**config.mk**
```make
export PLATFORM = sky130hd
export DESIGN_NAME = track_readback
export DESIGN_NICKNAME = d
export VERILOG_FILES = /design/src/rtl/track_readback.sv
export SDC_FILE = /design/constraint.sdc
export NUM_CORES = 1
export LEC_CHECK = 0
export BUFFER_PORTS_ARGS = -buffer_cell sky130_fd_sc_hd__clkbuf_2
export CAP_MARGIN = 10
export CORE_ASPECT_RATIO = 1.1
export CORE_MARGIN = 1
export CORE_UTILIZATION = 40
export CTS_CLUSTER_SIZE = 24
export DETAILED_ROUTE_END_ITERATION = 16
export GPL_ROUTABILITY_DRIVEN = 0
export PLACE_DENSITY_LB_ADDON = 0.12
export RECOVER_POWER = 100
export SLEW_MARGIN = 20
export SYNTH_ARGS = -nofsm -noshare
export SYNTH_HDL_FRONTEND = slang
export SYNTH_SLANG_ARGS = --single-unit
```
**constraint.sdc**
```tcl
create_clock -name clk -period 8.98 [get_ports clk]
set_clock_uncertainty 0.2 [all_clocks]
set_input_delay 1.796 -clock clk [delete_from_list [all_inputs] [get_ports clk]]
set_output_delay 1.796 -clock clk [all_outputs]
set_load 0.01 [all_outputs]
```
**src/rtl/track_readback.sv**
```systemverilog
// Tracker readback FIFO: captures 16-bit accumulator dumps and serves them one byte per toggle request.
// Define TRACK_READBACK_TAG_EN to prefix each word with a {overflow, seq[6:0]} tag byte.
module track_readback #(
    parameter int DEPTH_LOG2 = 4
) (
    input  logic                  clk,
    input  logic                  reset,
    input  logic                  dump,
    input  logic [15:0]           accumulator,
    input  logic                  rd_req,
    output logic                  rd_ack,
    output logic [7:0]            rd_data,
    output logic                  rd_valid,
    output logic [DEPTH_LOG2:0]   count,
    output logic                  overflow,
    input  logic                  clear_overflow
);

    localparam int DEPTH = 1 << DEPTH_LOG2;
    localparam logic [DEPTH_LOG2:0] COUNT_FULL = (DEPTH_LOG2 + 1)'(DEPTH);
    localparam logic [DEPTH_LOG2:0] COUNT_ONE  = (DEPTH_LOG2 + 1)'(1);

`ifdef TRACK_READBACK_TAG_EN
    typedef enum logic [1:0] {ST_TAG, ST_LO, ST_HI} state_t;
    localparam state_t ST_IDLE = ST_TAG;
`else
    typedef enum logic {ST_LO, ST_HI} state_t;
    localparam state_t ST_IDLE = ST_LO;
`endif

    state_t                 state_q, state_d;
    logic                   req_q;
    logic                   ack_q, ack_d;
    logic [7:0]             data_q, data_d;
    logic                   valid_q, valid_d;
    logic [DEPTH_LOG2:0]    count_q, count_d;
    logic                   ovf_q, ovf_d;
    logic [DEPTH_LOG2-1:0]  wr_ptr_q, wr_ptr_d;
    logic [DEPTH_LOG2-1:0]  rd_ptr_q, rd_ptr_d;
    logic [15:0]            mem_q [DEPTH];
`ifdef TRACK_READBACK_TAG_EN
    logic [6:0]             seq_q, seq_d;
`endif

    logic        req;
    logic        full;
    logic        pop;
    logic        push;
    logic        drop;
    logic [15:0] head;

    assign req  = rd_req != req_q;
    assign full = count_q == COUNT_FULL;
    assign head = mem_q[rd_ptr_q];

    always_comb begin
        state_d = state_q;
        ack_d   = ack_q;
        data_d  = data_q;
        valid_d = valid_q;
        pop     = 1'b0;
        if (req) begin
            ack_d = ~ack_q;
            case (state_q)
`ifdef TRACK_READBACK_TAG_EN
                ST_TAG: begin
                    if (count_q != '0) begin
                        data_d  = {ovf_q, seq_q};
                        valid_d = 1'b1;
                        state_d = ST_LO;
                    end else begin
                        data_d  = 8'h00;
                        valid_d = 1'b0;
                    end
                end
                ST_LO: begin
                    data_d  = head[7:0];
                    valid_d = 1'b1;
                    state_d = ST_HI;
                end
`else
                ST_LO: begin
                    if (count_q != '0) begin
                        data_d  = head[7:0];
                        valid_d = 1'b1;
                        state_d = ST_HI;
                    end else begin
                        data_d  = 8'h00;
                        valid_d = 1'b0;
                    end
                end
`endif
                ST_HI: begin
                    // Head stays in place until its high byte goes out, so HI never sees an empty FIFO.
                    data_d  = head[15:8];
                    valid_d = 1'b1;
                    pop     = 1'b1;
                    state_d = ST_IDLE;
                end
                default: begin
                    data_d  = 8'h00;
                    valid_d = 1'b0;
                    state_d = ST_IDLE;
                end
            endcase
        end
    end

    always_comb begin
        push     = dump && (!full || pop);
        drop     = dump && full && !pop;
        wr_ptr_d = push ? wr_ptr_q + 1'b1 : wr_ptr_q;
        rd_ptr_d = pop ? rd_ptr_q + 1'b1 : rd_ptr_q;
        count_d  = count_q;
        if (push && !pop) begin
            count_d = count_q + COUNT_ONE;
        end else if (pop && !push) begin
            count_d = count_q - COUNT_ONE;
        end
        // A dropped word outranks a clear on the same edge.
        ovf_d = drop ? 1'b1 : (clear_overflow ? 1'b0 : ovf_q);
`ifdef TRACK_READBACK_TAG_EN
        seq_d = pop ? seq_q + 7'd1 : seq_q;
`endif
    end

    always_ff @(posedge clk) begin
        req_q <= rd_req;
        if (reset) begin
            state_q  <= ST_IDLE;
            ack_q    <= 1'b0;
            data_q   <= 8'h00;
            valid_q  <= 1'b0;
            count_q  <= '0;
            ovf_q    <= 1'b0;
            wr_ptr_q <= '0;
            rd_ptr_q <= '0;
`ifdef TRACK_READBACK_TAG_EN
            seq_q    <= '0;
`endif
        end else begin
            state_q  <= state_d;
            ack_q    <= ack_d;
            data_q   <= data_d;
            valid_q  <= valid_d;
            count_q  <= count_d;
            ovf_q    <= ovf_d;
            wr_ptr_q <= wr_ptr_d;
            rd_ptr_q <= rd_ptr_d;
`ifdef TRACK_READBACK_TAG_EN
            seq_q    <= seq_d;
`endif
        end
    end

    always_ff @(posedge clk) begin
        if (!reset && push) begin
            mem_q[wr_ptr_q] <= accumulator;
        end
    end

    assign rd_ack   = ack_q;
    assign rd_data  = data_q;
    assign rd_valid = valid_q;
    assign count    = count_q;
    assign overflow = ovf_q;

endmodule

```
======== Word level (Yosys, flattened, before mapping) ========
Memory sizes are Yosys's and may differ from the RTL's. A register that Yosys moved wholly into a read port is not among the register bits.
Index checks and enable logic that the tools add are counted.
W data, S select, Z words.
cells by class
  eq/ne operators ......................... 2
  add/subtract/negate cells ............... 4
  muxes and demuxes ....................... 15
  bitwise gates (word level) .............. 2
  reductions and logical operators ........ 14
operator list
  cell                   count
  $pmux W8 S2            1
  $mux W5                2
  $add A4 B1 Y4 const B  2
  $mux W4                2
  $mux W8                1
  $mux W1                7
  $logic_and A1 B1 Y1    6
  $add A5 B1 Y5 const B  1
  $eq A5 B5 Y1 const B   1
  $reduce_bool A5 Y1     1
  $sub A5 B1 Y5 const B  1
  $logic_not A1 Y1       4
  $pmux W1 S2            2
  $reduce_bool A2 Y1     2
  $not A1 Y1             2
  $logic_or A1 B1 Y1     1
  $ne A1 B1 Y1           1
storage, ports and cells
  memories kept ........................... 1
  register bits ........................... 26
  bits of input ports ..................... 21
  memory bits (writable) .................. 256
  output and inout bits ................... 16
memory list
  memory  words  bits a word  read ports  clocked after memory_dff  write ports  line  source
  mem_q   16     16           1           1                         1            40    logic [15:0] mem_q [DEPTH];

======== Depth between registers and ports, before layout ========
Gate-level depths: netlist of the first run.
  depth in word-level cells ............... 8
  gate-level depth with buffers ........... 14
  gate-level depth less buffers ........... 13

======== Worst setup path after synthesis of the first run ========
OpenSTA, ideal clock, no wires.
  kind .................................... input -> register
  from .................................... input rd_req
  to ...................................... register count_q[4] (netlist: count[4])
  cell stages on the path ................. 14
  buffers on the path ..................... 1
  data required time ...................... 8,652 ps
  library setup time ...................... 128 ps
  arrival time ............................ 4,209 ps
  slack ................................... 4,444 ps
  cell sequence ........................... xor2_2 -> and2_1 -> buf_6 -> inv_4 -> a31oi_4 -> ha_1 -> inv_1 -> ha_1 -> nor2b_1 -> o21a_1 -> or3_1 -> a21oi_1 -> xnor2_1 -> nor2_1
on the way
  cells in the longest elaborated chain, start to end .. 7
  elaborated cells between the ends (all ways) .. 10
RTL lines
  element                       line  source
  start, declared               10    input logic rd_req,
  $ne A1 B1 Y1 (*)              52    assign req = rd_req != req_q;
  $mux W1 (*)                   62    if (req) begin
  $logic_or A1 B1 Y1            110   push = dump && (!full || pop);
  $logic_and A1 B1 Y1           110
  $logic_not A1 Y1              117   end else if (pop && !push) begin
  $logic_and A1 B1 Y1           117
  $reduce_bool A2 Y1 (no line)  -
  end signal, assigned          146   count_q <= count_d;
  end, declared                 36    logic [DEPTH_LOG2:0] count_q, count_d;
Every way passes the cells marked *; elsewhere a longest branch is shown, timed or not.
A chain may end at the register's enable or synchronous reset.

======== Worst setup path after layout of the first run ========
  from .................................... input rd_req
  to ...................................... memory mem_q[0][3], enable pin
on the way
  cells in the longest elaborated chain, start to end .. 7
RTL lines
  element                        line  source
  $ne A1 B1 Y1                   52
  $mux W1                        62
  $logic_or A1 B1 Y1             110
  $logic_and A1 B1 Y1            110
  $logic_and A1 B1 Y1            157   if (!reset && push) begin
  $mux W1                        157
  $mux W1 (not written as such)  158   mem_q[wr_ptr_q] <= accumulator;
  end, declared                  40
Every way passes these cells.

==> flow_summary.toml, run 1 <==
[min_path]
hold_class = "reg -> reg"
holdPathStages = 2
min-delay-start = "overflow$_SDFFE_PP0P_"

[setup_path]
reg2reg_depth = 6
worstPathRequired_ns = 8.90
end_kind = "flop"
critPathLaunch = "rd_req"
cp.arrival_ns = 5.77
critPathMaxFanout = 16
startpoint_type = "input port"
reg2reg_slack_ns = 3.76
worstSetupPathType = "in -> reg"

[power]
clkPwrFrac_pct = 38.5
p_leak_nw = 3.84
combPwrFrac_pct = 11.4
ir_worst_vdd_mv = 0.121
p_sw_uw = 725
power_density_nw_per_um2 = 244
p_seq_share_pct = 50.1
p_int_mw = 2.34
switching_share_pct = 23.6

[sta]
fin_crit_sh_pct = 65.0
worst_pin_slew_ns = 3.07
drv_slew = 265
setup_viol = 0
rsz0062_at_grt = "no"
finalHoldViolCount = 0
finalCriticalPeriod_ns = 5.84
fmax_mhz = 171
slew_headroom_pct = -105
fin_setup_tns_ns = 0

[status]
status = "finished, violations left"
failed_checks = "max-capacitance violations, max-slew violations"

[synthesis]
synthCells = 606
ys.flop_type = "edfxtp_1"
synth-edff-count = 256
seq_area_frac_synth_pct = 74.1
synth_warnings = 0
synth-async-reset-ratio_pct = 0
ys_ff_latch = 286
synth_cell_types = 46
syn-num-nets = 637
synth_area_um2 = 11200
syn_avg_cell_area_um2 = 18.5

[routing]
dr.pass1.iters = 5
vias = 5542
vias_per_cell = 5.39
drt_iter0_markers = 430
wl_per_cell_um = 23.3
ant_nets = 0
drc = 0
routed_wirelength_mm = 23.9

[die]
die_x_um = 161
dieHeight_um = 177
die_area_um2 = 28600
io_pins = 37
rows = 63
core_um2 = 27200
initial_core_util_pct = 41.1

[global_routing]
grt_overflow = 0
grt.total_usage_pct = 17.3
antenna_found_initial = 0
first_global_vias = 5714
grt_pass1_wl_mm = 36.2
grt_max_degree = 62

[clock_tree]
clk_transition_reported_paths_ns = 0.06
htree_levels = 1
clock-sinks = 286
postCtsHoldBufs = 0
cts_inserted_buffers = 28
cts_tree = "done"
cts_buffer_depth = 3
cts_resized = 0
cts_setup_buffers = 0
clock_latency_ns = 0.55
cts-root-buf = "clkbuf_16"

[finish]
area_growth_pct = 12.4
final_common_cell = "edfxtp_1"
post-route-util_pct = 46.2
layout_common_cells = "edfxtp_1, mux4_2, nor2_1, clkbuf_1, clkbuf_16"
instances_no_fill = 1029
drive_gt1_share_pct = 17.9
antenna_cells = 0
nets = 681

[placed_design]
io_buffers = 36
dp.cells = 977
hpwl_mm = 15.1

[run]
max_cap_viol_count = 15
[registers in the layout, indices dropped and copies added, names as in the netlist, 4 cells and up, named ones only]
name,cells
mem_q,256
wr_ptr_q,4
rd_ptr_q,4
rd_data,8
count,5
[worst max-delay path, cell delays in order]
cell and delay, ns:
clkbuf_1 0.17, xor2_1 0.54, and2_0 0.53, clkinvlp_2 0.31, a31oi_1 0.74, nand2_1 0.28, nor2_1 1.39
[final cells by class]
class,count,area (um^2)
inverters,9,35.0
repair buffers,41,173
well taps,357,447
fillers,2329,14600
clock buffers,33,741
clock inverters,19,194
flip-flops and latches,286,8290
multi-input cells,284,2700
[synthesized netlist by cell type (all sizes together), types with 9 or more instances]
library cell / number / area share, %
a21oi: 23 / 1.0
buf: 19 / 1.0
dfxtp: 30 / 5.4
edfxtp: 256 / 69
ha: 9 / 1.0
inv: 9 / 0.32
mux2: 20 / 2.0
mux2i: 24 / 2.1
mux4: 47 / 9.5
nand2: 21 / 0.73
nor2: 44 / 1.5
nor2b: 20 / 1.1
[through the flow]
step | hold WS, ns | total power [mW] | setup WS, ns | cell area, um^2
after global routing | 0.313 | 3.18 | 2.80 | 12600
after global placement | 0.260 | 1.92 | 3.94 | 11800
after CTS | 0.285 | 3.11 | 4.34 | 12700
after floorplan | 0.268 | 1.79 | 4.44 | 11200
final | 0.277 | 3.07 | 3.14 | 12600
after detailed placement | 0.276 | 1.93 | 3.80 | 11800
[layer usage]
metal	wire [um]	vias up	track usage [%]
met1	9790	2857	22.3
li1	-	2511	-
met4	634	0	5.39
met2	12400	125	30.3
met5	0	-	0
met3	1100	49	2.59
[path summary, 6_finish.rpt]
check,end
worst min register to register,overflow$_SDFFE_PP0P_
worst max register to register,rd_data[0]$_SDFFE_PP0N_
worst max-delay path,mem_q[0][3]$_DFFE_PP_
worst min-delay path,overflow$_SDFFE_PP0P_
[kinds of logic after synthesis]
logic type,synth area share (%)
and+or+nand+nor,4.35
xor gates and xnor gates,1.01
AOI/OAI and AO/OA,4.15
buffers and inverters,1.59
muxes,13.6
DFF,74.1
adders and majority gates,1.19
[power by group through the flow]
stage                     Clock (mW)  Sequential [mW]  Combinational (mW)
final                           1.18             1.54               0.351
after global routing            1.26             1.54               0.385
after CTS                       1.21             1.54               0.366
after detailed placement           0             1.57               0.364
after global placement             0             1.56               0.356
after floorplan                    0             1.56               0.235
Power figures use the tool's default switching activity.
==> run 2, diff against run 1 <==
Settings changed: ABC_AREA from default to 1.
Clock period 8.98 ns to 5.4 ns, I/O delays scaled along.
==> run 2 against run 1 <==
The flow still finishes with violations (max-capacitance violations, max-slew violations). Core utilization decreased by 1.5 points. Via count rose by 42%. Hold slack got worse by 0.019 ns. Design area is 5.8% higher. Global-route usage grew 4.0 points. Register-to-register slack lost 2.4 ns. Die area is 8.5% higher. Total power grew 73%. Cell count is 52% higher. Flip-flop and latch count is the same. Critical path type unchanged.
==> flow_summary.toml, run 2 <==
[global_routing]
antenna_found_initial = 1
grt_use_met1_pct = 28.3
grt_util_met2_pct = 37.4
groute.layer.met3.usage_pct = 2.74
grt_overflow = 0
first_global_vias = 7722
grt_pass1_wl_mm = 48.9
grt.total_usage_pct = 21.4
busiest_layer = "met2"
grt_max_degree = 68

[setup_path]
worst-path-buf-inv = 3
crit_cells = 10
crit_path_top_delay_cell = "nor2_1"
crit_path_end = "mem_q[3][3]$_DFFE_PP_"
crit_family = "simple AND/OR/NAND/NOR gates"
startpoint_type = "input port"
reg2reg_slack_ns = 1.37
r2r_start = "req_q$_DFF_P_"
end_kind = "flop"
crit_chain = "clkbuf_1 > or2_1 > nand2_1 > nor2_1 > inv_1 > nand2_1 > nand2_1 > inv_1 > nand2_1 > nor2_1"
cp_slowest_stage_delay_ns = 1.13
reg2reg_depth = 9
worstSetupPathType = "in -> reg"
critPathMaxFanout = 16
crit_top_cell = "nand2_1"
worstPathRequired_ns = 5.36
critPathLaunch = "rd_req"
cp.arrival_ns = 4.31
r2r_end = "mem_q[3][3]$_DFFE_PP_"

[synthesis]
synth_most_common_cell = "nand2_1"
synth_top_family_by_area = "simple AND/OR/NAND/NOR gates"
synthCells = 1145
seq_area_frac_synth_pct = 68.2
synth_area_um2 = 12200
yosysTopAreaCell = "edfxtp_1"
synth-async-reset-ratio_pct = 0
synthXorXnorAreaFrac_pct = 0.288
synth-compound-area-share_pct = 1.66
syn-num-nets = 1176
synth_warnings = 0
synth-simple-area-share_pct = 21.9
synth_cell_types = 28
ys.flop_type = "edfxtp_1"
synth-edff-count = 256
synthMuxAreaShare_pct = 0
synth_commonest_cells = "nand2_1, edfxtp_1, nand3_1"
synthAdderAreaFrac_pct = 1.09
syn_avg_cell_area_um2 = 10.6
synth_top_area_share_pct = 63.3
synthTopCellsByArea = "edfxtp_1, nand2_1, nand3_1"
ys_ff_latch = 286

[min_path]
hold_class = "reg -> reg"

[die]
io_pins = 37
die_x_um = 168
initial_core_util_pct = 40.9
die_area_um2 = 31100
core_um2 = 29700
dieHeight_um = 185
rows = 66

[finish]
largest_reg_flops = 256
layout_common_cells = "nand2_1, edfxtp_1, nand3_1, inv_1, clkbuf_1"
antenna_cells = 0
nets = 1197
nFillCells = 2854
drive_gt1_share_pct = 5.55
final_common_cell = "nand2_1"
largest-register = "mem_q"
area_growth_pct = 9.51

[placed_design]
io_buffers = 36
pre_cts_ws_ns = 1.14
hpwl_mm = 19.9

[routing]
routed_wirelength_mm = 32.3
vias = 7894
drt_iter0_markers = 693
wl_per_cell_um = 20.7
ant_nets = 0
drc = 0
dr.pass1.iters = 6
vias_per_cell = 5.05

[clock_tree]
cts_tree = "done"
cts_inserted_buffers = 30
clk_transition_reported_paths_ns = 0.06
postCtsHoldBufs = 0
clock-sinks = 286
clock_latency_ns = 0.56
cts_resized = 0
cts_buffer_depth = 3
cts-root-buf = "clkbuf_16"
htree_levels = 1
cts_setup_buffers = 0

[status]
status = "finished, violations left"
failed_checks = "max-capacitance violations, max-slew violations"

[sta]
finalCriticalPeriod_ns = 4.35
finalHoldViolCount = 0
worst_pin_slew_ns = 2.03
rsz0062_at_grt = "no"
drv_slew = 42
fmax_mhz = 230
worst_slack_ns = 1.05
fin_crit_sh_pct = 80.6
fin_setup_tns_ns = 0
slew_headroom_pct = -35.1
setup_viol = 0

[power]
power_density_nw_per_um2 = 399
ir_worst_vdd_mv = 0.254
p_leak_nw = 5.22

[run]
max_cap_viol_count = 1
-- run 2: cell types whose count changed after synthesis, moves of 6 or more --
cell and change:
inv_1 +93, mux4_2 -47, nand2_1 +401, a2111oi_0 -8, a221o_1 -6, o22ai_1 -6
a21oi_1 -8, buf_6 +23, nand3_1 +171, mux2_2 -20, o21ai_0 +12, nor2b_1 -20
mux2i_1 -24
-- run 2: final cells by class --
class                      instances  area, um^2  area share (%)
clock buffer                      37         798            6.00
timing repair buffer              46         210            1.58
multi-input combinational        697        3040            22.8
inverter                         105         397            2.98
clock inverter                    18         103           0.771
tap                              374         468            3.52
sequential                       286        8290            62.3
-- run 2: worst register-to-register path, stage by stage, from the launching register on --
cell and delay [ns]:
dfxtp_1 0.32, or2_1 0.10, nand2_1 0.23, nor2_1 0.65, inv_1 0.24, nand2_1 0.12, nand2_1 0.14, inv_1 0.25
nand2_1 0.25, nor2_1 1.13
-- run 2: metrics by stage --
step	util, %	cells	total power, mW	hold WS [ns]	area (um^2)
4_1_cts	45.0	1563	5.37	0.267	13400
3_3_place_gp	42.0	1508	3.45	0.229	12500
5_1_grt	44.8	1563	5.54	0.295	13300
3_5_place_dp	42.0	1508	3.45	0.259	12500
2_1_floorplan	-	1145	3.17	0.212	12200
6_report	44.8	1563	5.32	0.258	13300
-- run 2: worst min path at each step --
stage | from | end | slack [ns] | cells past startpoint
floorplan | rd_ptr_q[3]$_SDFFE_PP0N_ | flop | 0.21 | 1
global placement | rd_ptr_q[3]$_SDFFE_PP0N_ | flop | 0.23 | 1
detailed placement | rd_ptr_q[3]$_SDFFE_PP0N_ | flop | 0.26 | 1
CTS | rd_ptr_q[3]$_SDFFE_PP0N_ | rd_ptr_q[3]$_SDFFE_PP0N_ | 0.27 | 1
global route | rd_ptr_q[3]$_SDFFE_PP0N_ | rd_ptr_q[3]$_SDFFE_PP0N_ | 0.30 | 1
finish | rd_ptr_q[3]$_SDFFE_PP0N_ | flop | 0.26 | 1
-- run 2: kinds of logic (layout without fill, tap and decap cells) --
kind of cell | Yosys count | count (layout)
AND/OR/NAND/NOR | 644 | 644
flip-flops | 286 | 286
buffers and inverters | 162 | 206
AO/OA/AOI/OAI | 39 | 39
adder cells (fa/ha/maj) | 10 | 10
XOR/XNOR | 4 | 4
-- run 2: report_power, final --
part | total [mW] | leakage (nW) | internal, mW | switching, mW
Clock | 1.93 | 0.442 | 1.09 | 0.847
Sequential | 2.54 | 2.55 | 2.48 | 0.0567
Combinational | 0.846 | 2.22 | 0.233 | 0.614
-- run 2: metal layers --
metal	wire length (um)	up-vias
met4	666	0
met3	1800	45
li1	-	3838
met2	16100	218
met1	13800	3793
met5	0	-
